[config.mk]
export PLATFORM = sky130hd
export DESIGN_NAME = exec_step_ctrl
export DESIGN_NICKNAME = d
export VERILOG_FILES = /design/src/rtl/exec_ctrl_pkg.sv /design/src/rtl/exec_step_ctrl_run_prescaler.sv /design/src/rtl/exec_step_ctrl.sv
export SDC_FILE = /design/constraint.sdc
export NUM_CORES = 1
export LEC_CHECK = 0
export CORE_MARGIN = 2
export CORE_UTILIZATION = 44
export DETAILED_ROUTE_END_ITERATION = 8
export PLACE_DENSITY = 0.84
export SLEW_MARGIN = 15
export SYNTH_ARGS = -nofsm -noshare
export SYNTH_HDL_FRONTEND = slang
export SYNTH_HIERARCHICAL = 1
export SYNTH_SLANG_ARGS = --single-unit
[constraint.sdc]
create_clock -name clk -period 3.7 [get_ports clk]
set_clock_uncertainty 0.1 [all_clocks]
set_input_delay 0.555 -clock clk [delete_from_list [all_inputs] [get_ports clk]]
set_output_delay 0.555 -clock clk [all_outputs]
set_load 0.005 [all_outputs]
[src/rtl/exec_ctrl_pkg.sv]
// Shared types for the execution sequencer: FSM states, halt causes and
// the helper that decides whether a halt may be resumed by the button.
package exec_ctrl_pkg;

    localparam int unsigned STATE_W = 2;
    localparam int unsigned CAUSE_W = 2;

    typedef enum logic [STATE_W-1:0] {
        ST_IDLE = 2'd0,
        ST_STEP = 2'd1,
        ST_RUN  = 2'd2,
        ST_HALT = 2'd3
    } state_t;

    typedef enum logic [CAUSE_W-1:0] {
        CAUSE_NONE  = 2'd0,
        CAUSE_BKPT  = 2'd1,
        CAUSE_LIMIT = 2'd2,
        CAUSE_SELF  = 2'd3
    } cause_t;

    // LIMIT is terminal; every other halt can be stepped past.
    function automatic logic cause_resumable(input cause_t c);
        return (c == CAUSE_BKPT) || (c == CAUSE_SELF);
    endfunction

endpackage

[src/rtl/exec_step_ctrl_run_prescaler.sv]
// Modulo-RUN_DIV prescaler for free-run mode. Held at zero while clr is
// high; tick marks the last count of each period while counting.
module run_prescaler #(
    parameter int unsigned RUN_DIV = 4
) (
    input  logic clk,
    input  logic reset,
    input  logic clr,
    input  logic en,
    output logic tick
);

    localparam int unsigned CW = (RUN_DIV > 1) ? $clog2(RUN_DIV) : 1;
    localparam logic [CW-1:0] LAST = CW'(RUN_DIV - 1);

    logic [CW-1:0] cnt;

    // Count 0..RUN_DIV-1 and wrap; clear has priority over counting.
    always_ff @(posedge clk or posedge reset) begin
        if (reset) begin
            cnt <= '0;
        end else if (clr) begin
            cnt <= '0;
        end else if (en) begin
            cnt <= (cnt == LAST) ? '0 : cnt + CW'(1);
        end
    end

    assign tick = en && !clr && (cnt == LAST);

endmodule

[src/rtl/exec_step_ctrl.sv]
// Execution sequencer: single-steps the core once per button pulse or
// free-runs it at a divided rate, halting on PC breakpoint or PC limit.
// Optional macro SELF_LOOP_HALT_EN adds a branch-to-self halt (cause SELF).
module exec_step_ctrl
    import exec_ctrl_pkg::*;
#(
    parameter int unsigned        PC_W     = 32,
    parameter logic [PC_W-1:0]    PC_LIMIT = PC_W'(32'h0000_0140),
    parameter int unsigned        RUN_DIV  = 4,
    parameter int unsigned        CNT_W    = 16
) (
    input  logic             clk,
    input  logic             reset,
    input  logic             btn_pulse,
    input  logic             run_sw,
    input  logic [PC_W-1:0]  pc,
    input  logic             bp_en,
    input  logic [PC_W-1:0]  bp_addr,
    output logic             cpu_en,
    output logic             halted,
    output logic [1:0]       halt_cause,
    output logic [1:0]       state_o,
    output logic [CNT_W-1:0] instr_count
);

    state_t           state;
    cause_t           cause;
    logic             halted_r;
    logic             skip_bp;
    logic [CNT_W-1:0] count;

    logic   tick;
    logic   limit_hit;
    logic   bkpt_hit;
    logic   self_hit;
    logic   stop;
    cause_t stop_cause;
    logic   slot;
    logic   halt_req;
    cause_t halt_cause_nxt;

    run_prescaler #(
        .RUN_DIV (RUN_DIV)
    ) u_prescaler (
        .clk   (clk),
        .reset (reset),
        .clr   (state != ST_RUN),
        .en    (state == ST_RUN),
        .tick  (tick)
    );

`ifdef SELF_LOOP_HALT_EN
    logic [PC_W-1:0] last_pc;
    logic            en_d;

    // Remember the pc of each committed instruction for branch-to-self detection.
    always_ff @(posedge clk or posedge reset) begin
        if (reset) begin
            last_pc <= '0;
            en_d    <= 1'b0;
        end else begin
            en_d <= cpu_en;
            if (cpu_en) begin
                last_pc <= pc;
            end
        end
    end

    assign self_hit = en_d && (pc == last_pc);
`else
    assign self_hit = 1'b0;
`endif

    assign limit_hit = (pc >= PC_LIMIT);
    assign bkpt_hit  = bp_en && (pc == bp_addr) && !skip_bp;
    assign stop      = limit_hit || bkpt_hit || self_hit;

    // Halt cause priority: LIMIT over BKPT over SELF.
    always_comb begin
        stop_cause = CAUSE_NONE;
        if (limit_hit) begin
            stop_cause = CAUSE_LIMIT;
        end else if (bkpt_hit) begin
            stop_cause = CAUSE_BKPT;
        end else if (self_hit) begin
            stop_cause = CAUSE_SELF;
        end
    end

    // An enable slot exists in STEP, or in RUN on the prescaler tick while still running.
    assign slot   = (state == ST_STEP) || ((state == ST_RUN) && run_sw && tick);
    assign cpu_en = slot && !stop;

    // Decide whether this cycle sends the FSM to HALT and with which cause.
    // A self-loop seen outside an enable slot still halts, so the next slot never issues.
    always_comb begin
        halt_req       = 1'b0;
        halt_cause_nxt = CAUSE_NONE;
        if (slot) begin
            if (stop) begin
                halt_req       = 1'b1;
                halt_cause_nxt = stop_cause;
            end
        end else if ((state == ST_IDLE || state == ST_RUN) && self_hit) begin
            halt_req       = 1'b1;
            halt_cause_nxt = CAUSE_SELF;
        end
    end

    // Main sequencer FSM with registered status outputs and instruction counter.
    always_ff @(posedge clk or posedge reset) begin
        if (reset) begin
            state    <= ST_IDLE;
            cause    <= CAUSE_NONE;
            halted_r <= 1'b0;
            skip_bp  <= 1'b0;
            count    <= '0;
        end else begin
            if (cpu_en) begin
                skip_bp <= 1'b0;
                if (count != '1) begin
                    count <= count + CNT_W'(1);
                end
            end
            if (halt_req) begin
                state    <= ST_HALT;
                cause    <= halt_cause_nxt;
                halted_r <= 1'b1;
            end else begin
                case (state)
                    ST_IDLE: begin
                        if (run_sw) begin
                            state <= ST_RUN;
                        end else if (btn_pulse) begin
                            state <= ST_STEP;
                        end
                    end
                    ST_STEP: begin
                        state <= ST_IDLE;
                    end
                    ST_RUN: begin
                        if (!run_sw) begin
                            state <= ST_IDLE;
                        end
                    end
                    ST_HALT: begin
                        if (btn_pulse && cause_resumable(cause)) begin
                            skip_bp  <= 1'b1;
                            halted_r <= 1'b0;
                            cause    <= CAUSE_NONE;
                            state    <= run_sw ? ST_RUN : ST_STEP;
                        end
                    end
                    default: state <= ST_IDLE;
                endcase
            end
        end
    end

    assign halted      = halted_r;
    assign halt_cause  = cause;
    assign state_o     = state;
    assign instr_count = count;

endmodule

-- After elaboration in Yosys (flattened, before gate mapping)
Index checks and enable logic that the tools add are counted.
- reduce and logical (&&, ||, !) cells: 21
- magnitude comparators: 1
- eq/ne operators: 12
- add/sub/neg operators: 2
- multiplexer cells: 26
- operator list (cell ; count):
    == test 32 bit ; 1
    greater-or-equal comparator 32 x 9 -> 1 bit, second input constant ; 1
    two-way mux 2 bit ; 15
    adder 16 x 1 -> 16 bit, second input constant ; 1
    inequality test 16 bit, second input constant ; 1
    two-way mux 1 bit ; 10
    == test 2 bit, second input constant ; 4
    logical AND 1 bit ; 8
    one-hot mux 2 bit (4 select lines) ; 1
    inequality test 3 bit, second input constant ; 2
    nonzero test 2 bit ; 3
    == test 2 x 1 -> 1 bit, second input constant ; 2
    inequality test 4 bit, second input constant ; 1
    AND reduction 2 bit ; 2
    logical NOT 1 bit ; 3
    logical OR 1 bit ; 3
    AND reduction 3 bit ; 1
    adder 2 x 1 -> 2 bit, second input constant ; 1
    logical NOT 2 bit ; 1
    inequality test 2 bit, second input constant ; 1
- input bits: 69
- logic and storage cells: 68
- flip-flop bits (word level): 24
- output and inout port bits: 22

-- Depth between registers and ports, before layout
- depth in word-level cells: 11
- gate-level depth with buffers: 10
- gate-level depth less buffers: 9

-- By module
The synthesis kept the hierarchy.
- by module, submodules not included (module ; sequential area each (µm²) ; area an instance (µm²) ; instances ; cells each):
    exec_step_ctrl ; 550.5 ; 1773.0 ; 1 ; 178
    run_prescaler ; 50.0 ; 111.4 ; 1 ; 11

-- Worst setup path after synthesis
No wires, ideal clock.
- path kind: register to register
- start point: register state[0], in the netlist state_o[0]
- end point: register count[15], in the netlist instr_count[15]
- path buffers: 1
- clock period less this slack: 2.475 ns
- setup time: 0.124 ns
- slack: 1.225 ns
- cell stages (with the launch flop): 11
- required time: 3.476 ns
- arrival time: 2.251 ns
- path through: dfrtp_1 > inv_1 > ha_1 > inv_1 > nor2_1 > a31oi_1 > or3_4 > a311oi_4 > buf_8 > nand3_4 > xnor2_2
- cells in the longest elaborated chain, start to end: 8
- elaborated cells between the ends (all ways): 11
- classes of those cells: eq/ne (3); reduce/logical (8)
- ends and longest elaborated chain (item ; line ; text):
    start, declared ; exec_step_ctrl.sv:26 ; state_t state;
    start signal, assigned ; exec_step_ctrl.sv:151 ; state <= run_sw ? ST_RUN : ST_STEP;
    inequality test 2 bit ; exec_step_ctrl.sv:47 ; .clr (state != ST_RUN),
    logical NOT 1 bit ; exec_step_ctrl_run_prescaler.sv:29 ; assign tick = en && !clr && (cnt == LAST);
    logical AND 1 bit (*) (2 in a row) ; exec_step_ctrl_run_prescaler.sv:29 ;
    via tick ; exec_step_ctrl.sv:32 ; logic tick;
    logical AND 1 bit (*) ; exec_step_ctrl.sv:91 ; assign slot = (state == ST_STEP) || ((state == ST_RUN) && run_sw && tick);
    logical OR 1 bit (*) ; exec_step_ctrl.sv:91 ;
    logical AND 1 bit (*) ; exec_step_ctrl.sv:92 ; assign cpu_en = slot && !stop;
    AND reduction 2 bit (no source line) (*) ; - ;
    end signal, assigned ; exec_step_ctrl.sv:122 ; count <= count + CNT_W'(1);
    end, declared ; exec_step_ctrl.sv:30 ; logic [CNT_W-1:0] count;
Mark *: on every way through the listed nets, which the timed path passes. The rest lies on a longest branch.
A chain may end at the register's enable or synchronous reset.

-- Worst setup path in the final report
- start point: input port pc[19]
- end point: output port cpu_en
- cells in the longest elaborated chain, start to end: 6
- elaborated cells between the ends (all ways): 7
- classes of those cells: order compare (1); eq/ne (1); reduce/logical (5)
- ends and longest elaborated chain (item ; line ; text):
    start, declared ; exec_step_ctrl.sv:16 ; input logic [PC_W-1:0] pc,
    branches (longest 3 deep; another with greater-or-equal comparator 32 x 9 -> 1 bit) ; - ;
    logical OR 1 bit (*) ; exec_step_ctrl.sv:76 ; assign stop = limit_hit || bkpt_hit || self_hit;
    logical NOT 1 bit (*) ; exec_step_ctrl.sv:92 ;
    logical AND 1 bit (*) ; exec_step_ctrl.sv:92 ;
    end, declared ; exec_step_ctrl.sv:19 ; output logic cpu_en,
Mark *: on every way between the ends.

==> impl_metrics.ini <==
[run_status]
status = complete, no violations

[clock_tree]
h-tree-depth = 1
cts_buffers = 3
clk_latency_ns = 0.26
cts_sinks = 24
postCtsSetupBuffers = 0
cts-root-buf = clkbuf_8
cts_tree = done
cts_resized = 0
clk_pin_slew_worst_paths_ns = 0.08
ctsHoldBuffers = 0
cts_max_path_buffers = 2

[timing]
fin_ws_ns = 0.2293
setup_viol = 0
fin_hold_ws_ns = 0.3526
hold_viol_final = 0
fmax_ghz = 0.2881
relSlewSlack_pct = 45.39
drv_slew = 0
max_slew.worst_pin.slew_ns = 0.8183
fin_crit_ns = 3.471
rsz0062_at_grt = false
min_period_over_period_pct = 93.80
setup_tns_ns = 0

[place]
dp_hpwl_mm = 4.210
preCtsSetupSlack_ns = 0.2379
portBuffers = 90
gp_congestion = 0.9013

[grt]
grt_antenna_before_repair = 0
overflow = 0
grt_max_degree = 23
grt_pass1_vias = 1785
grt_usage_pct = 21.60
grt_pass1_wl_mm = 8.542

[layout]
fin_util_pct = 71.75
n_fill_cell = 316
n_antenna_cell = 0
nets = 359
drive_gt1_share_pct = 11.66
area_delta_synth_final_pct = 54.52

[logic_synthesis]
synth_edf_count = 0
ys.flop_type = dfrtp_1
syn_nets = 264
yosysWarnings = 6
netlist_area_mm2 = 0.001884
synth_cell_type_count = 40
syn_inst = 189
ys_async_sr_fraction_pct = 100.0
synth-seq-cells = 24
yosysTopAreaCell = dfrtp_1
syn_avg_cell_area_um2 = 9.970
synth_top_cell_area_share_pct = 31.87
synth_area_leaders = dfrtp_1 (32%), xnor2_1 (16%), xnor2_2 (7.8%)
yosysSeqAreaShare_pct = 31.87

[floorplan]
rows = 23
initial_core_util_pct = 46.44
chipWidth_um = 69.44
die_y_um = 69.44
dieArea_mm2 = 0.004822
io_pins = 91
core_mm2 = 0.004058

[drt]
drc_errors = 0
postRouteWirelength_mm = 5.081
detail-route-antenna-nets = 0
vias = 1730
routedWlPerCell_um = 15.26
first_iter_violations = 89
via_per_inst = 5.195
first_pass_iters = 4

[power_and_ir_drop]
ir_drop_v = 0.0002883
p_per_area_mw_per_mm2 = 288.4
power_leakage_nw = 1.148

[worst_setup_path]
r2r_setup_slack_ns = 0.91
cp_common_cell = clkdlybuf4s50_1
crit_path_end_kind = primary output
r2r-end = instr_count[1]
cp_slowest_cell = clkdlybuf4s50_1
rr_worst_depth = 9
crit_chain = clkdlybuf4s50_1 > nor4_1 > nand3_1 > or2_2 > a41oi_1 > nor2b_1 > clkdlybuf4s50_1
crit_fanout = 3
cp_data_required_time_ns = 3.04
critPathLaunchType = input pin
critical_path_class = input pin to primary output
worstPathArrival_ns = 2.82
rr_startpoint = state_o[0]
crit_path_max_incr_delay_ns = 0.52

[min_path]
hp-class = input pin to asynchronous set/reset pin

[flow_run]
cap_violations = 0
Yosys cell counts (2+ instances only):
| master | count |
|---|---|
| a21o_1 | 2 |
| a22oi_1 | 2 |
| and3_1 | 4 |
| dfrtp_1 | 24 |
| ha_1 | 6 |
| inv_1 | 7 |
| nand2_1 | 8 |
| nand2_2 | 7 |
| nand2b_1 | 4 |
| nand3_1 | 8 |
| nand4_1 | 21 |
| nor2_1 | 10 |
| nor2b_1 | 2 |
| nor3_1 | 7 |
| nor4_1 | 5 |
| nor4_2 | 4 |
| xnor2_1 | 34 |
| xnor2_2 | 9 |
| xor2_1 | 4 |
routing by layer:
layer  routed length (um)  track usage [%]  share of wire, %  vias to the layer above
li1                     -                -                 -                      873
met1                 2224            27.77                44                      801
met2                 2546            37.61                50                       48
met3                  231            3.779               4.5                        8
met4                   78            5.229               1.5                        0
met5                    0                0                 0                        -
registers in the layout, indices dropped and copies added, names as in the netlist:
signal and count:
halted 1, u_prescaler/cnt 2, halt_cause 2, state_o 2, instr_count 16, skip_bp 1
logic make-up after synthesis:
kind of cell | Yosys count | share of synthesized area, %
AND/OR/NAND/NOR | 87 | 28.35
XOR/XNOR | 47 | 25.43
flip-flops | 24 | 31.87
AO/OA/AOI/OAI | 15 | 7.039
buffers and inverters | 8 | 2.191
adder cells (fa/ha/maj) | 6 | 3.984
multiplexers | 2 | 1.129
power by group:
group	total (mW)	internal (mW)	switching, mW
combinational	0.318	0.175	0.143
clock	0.225	0.145	0.0805
sequential	0.297	0.279	0.0183
total	0.840	0.598	0.242
layout make-up:
cell class                      count  area [um^2]  share of cell area, %
Multi-Input combinational cell    157         1242                  42.67
Timing Repair Buffer               91        908.4                  31.20
Sequential cell                    24        600.6                  20.63
Tap cell                           50        62.56                  2.149
Clock buffer                        3        41.29                  1.418
Clock inverter                      1        30.03                  1.031
Inverter                            7        26.28                 0.9025
stage by stage:
step,instances,total power [mW],area (um^2)
3_5_place_dp,329,0.6201,2840
6_report,333,0.8396,2912
4_1_cts,333,0.8469,2912
5_1_grt,333,0.8915,2912
3_3_place_gp,329,0.6111,2840
2_1_floorplan,189,0.4726,1884
placed cells by master (no fill, tap or decap), types with 7 or more instances in the layout:
| master | Yosys | final |
|---|---|---|
| clkdlybuf4s50_1 | 0 | 90 |
| xnor2_1 | 34 | 34 |
| dfrtp_1 | 24 | 24 |
| nand4_1 | 21 | 21 |
| nor2_1 | 10 | 10 |
| xnor2_2 | 9 | 9 |
| nand3_1 | 8 | 8 |
| nand2_1 | 8 | 8 |
| nor3_1 | 7 | 7 |
| nand2_2 | 7 | 7 |
| inv_1 | 7 | 7 |
worst max-delay path: cells and delay by family:
kind | cells | cell delay (ns)
AOI/OAI and AO/OA | 1 | 0.25
buffers and inverters | 2 | 0.95
and+or+nand+nor | 4 | 1.05
worst max path at each step:
stage	endpoint	start	cells after the start
2_1_floorplan	instr_count[15]	state_o[0]	10
3_3_place_gp	cpu_en	pc[19]	7
3_5_place_dp	cpu_en	pc[19]	7
4_1_cts	cpu_en	pc[19]	7
5_1_grt	cpu_en	pc[27]	7
6_report	cpu_en	pc[19]	7
Power figures use the tool's default switching activity.
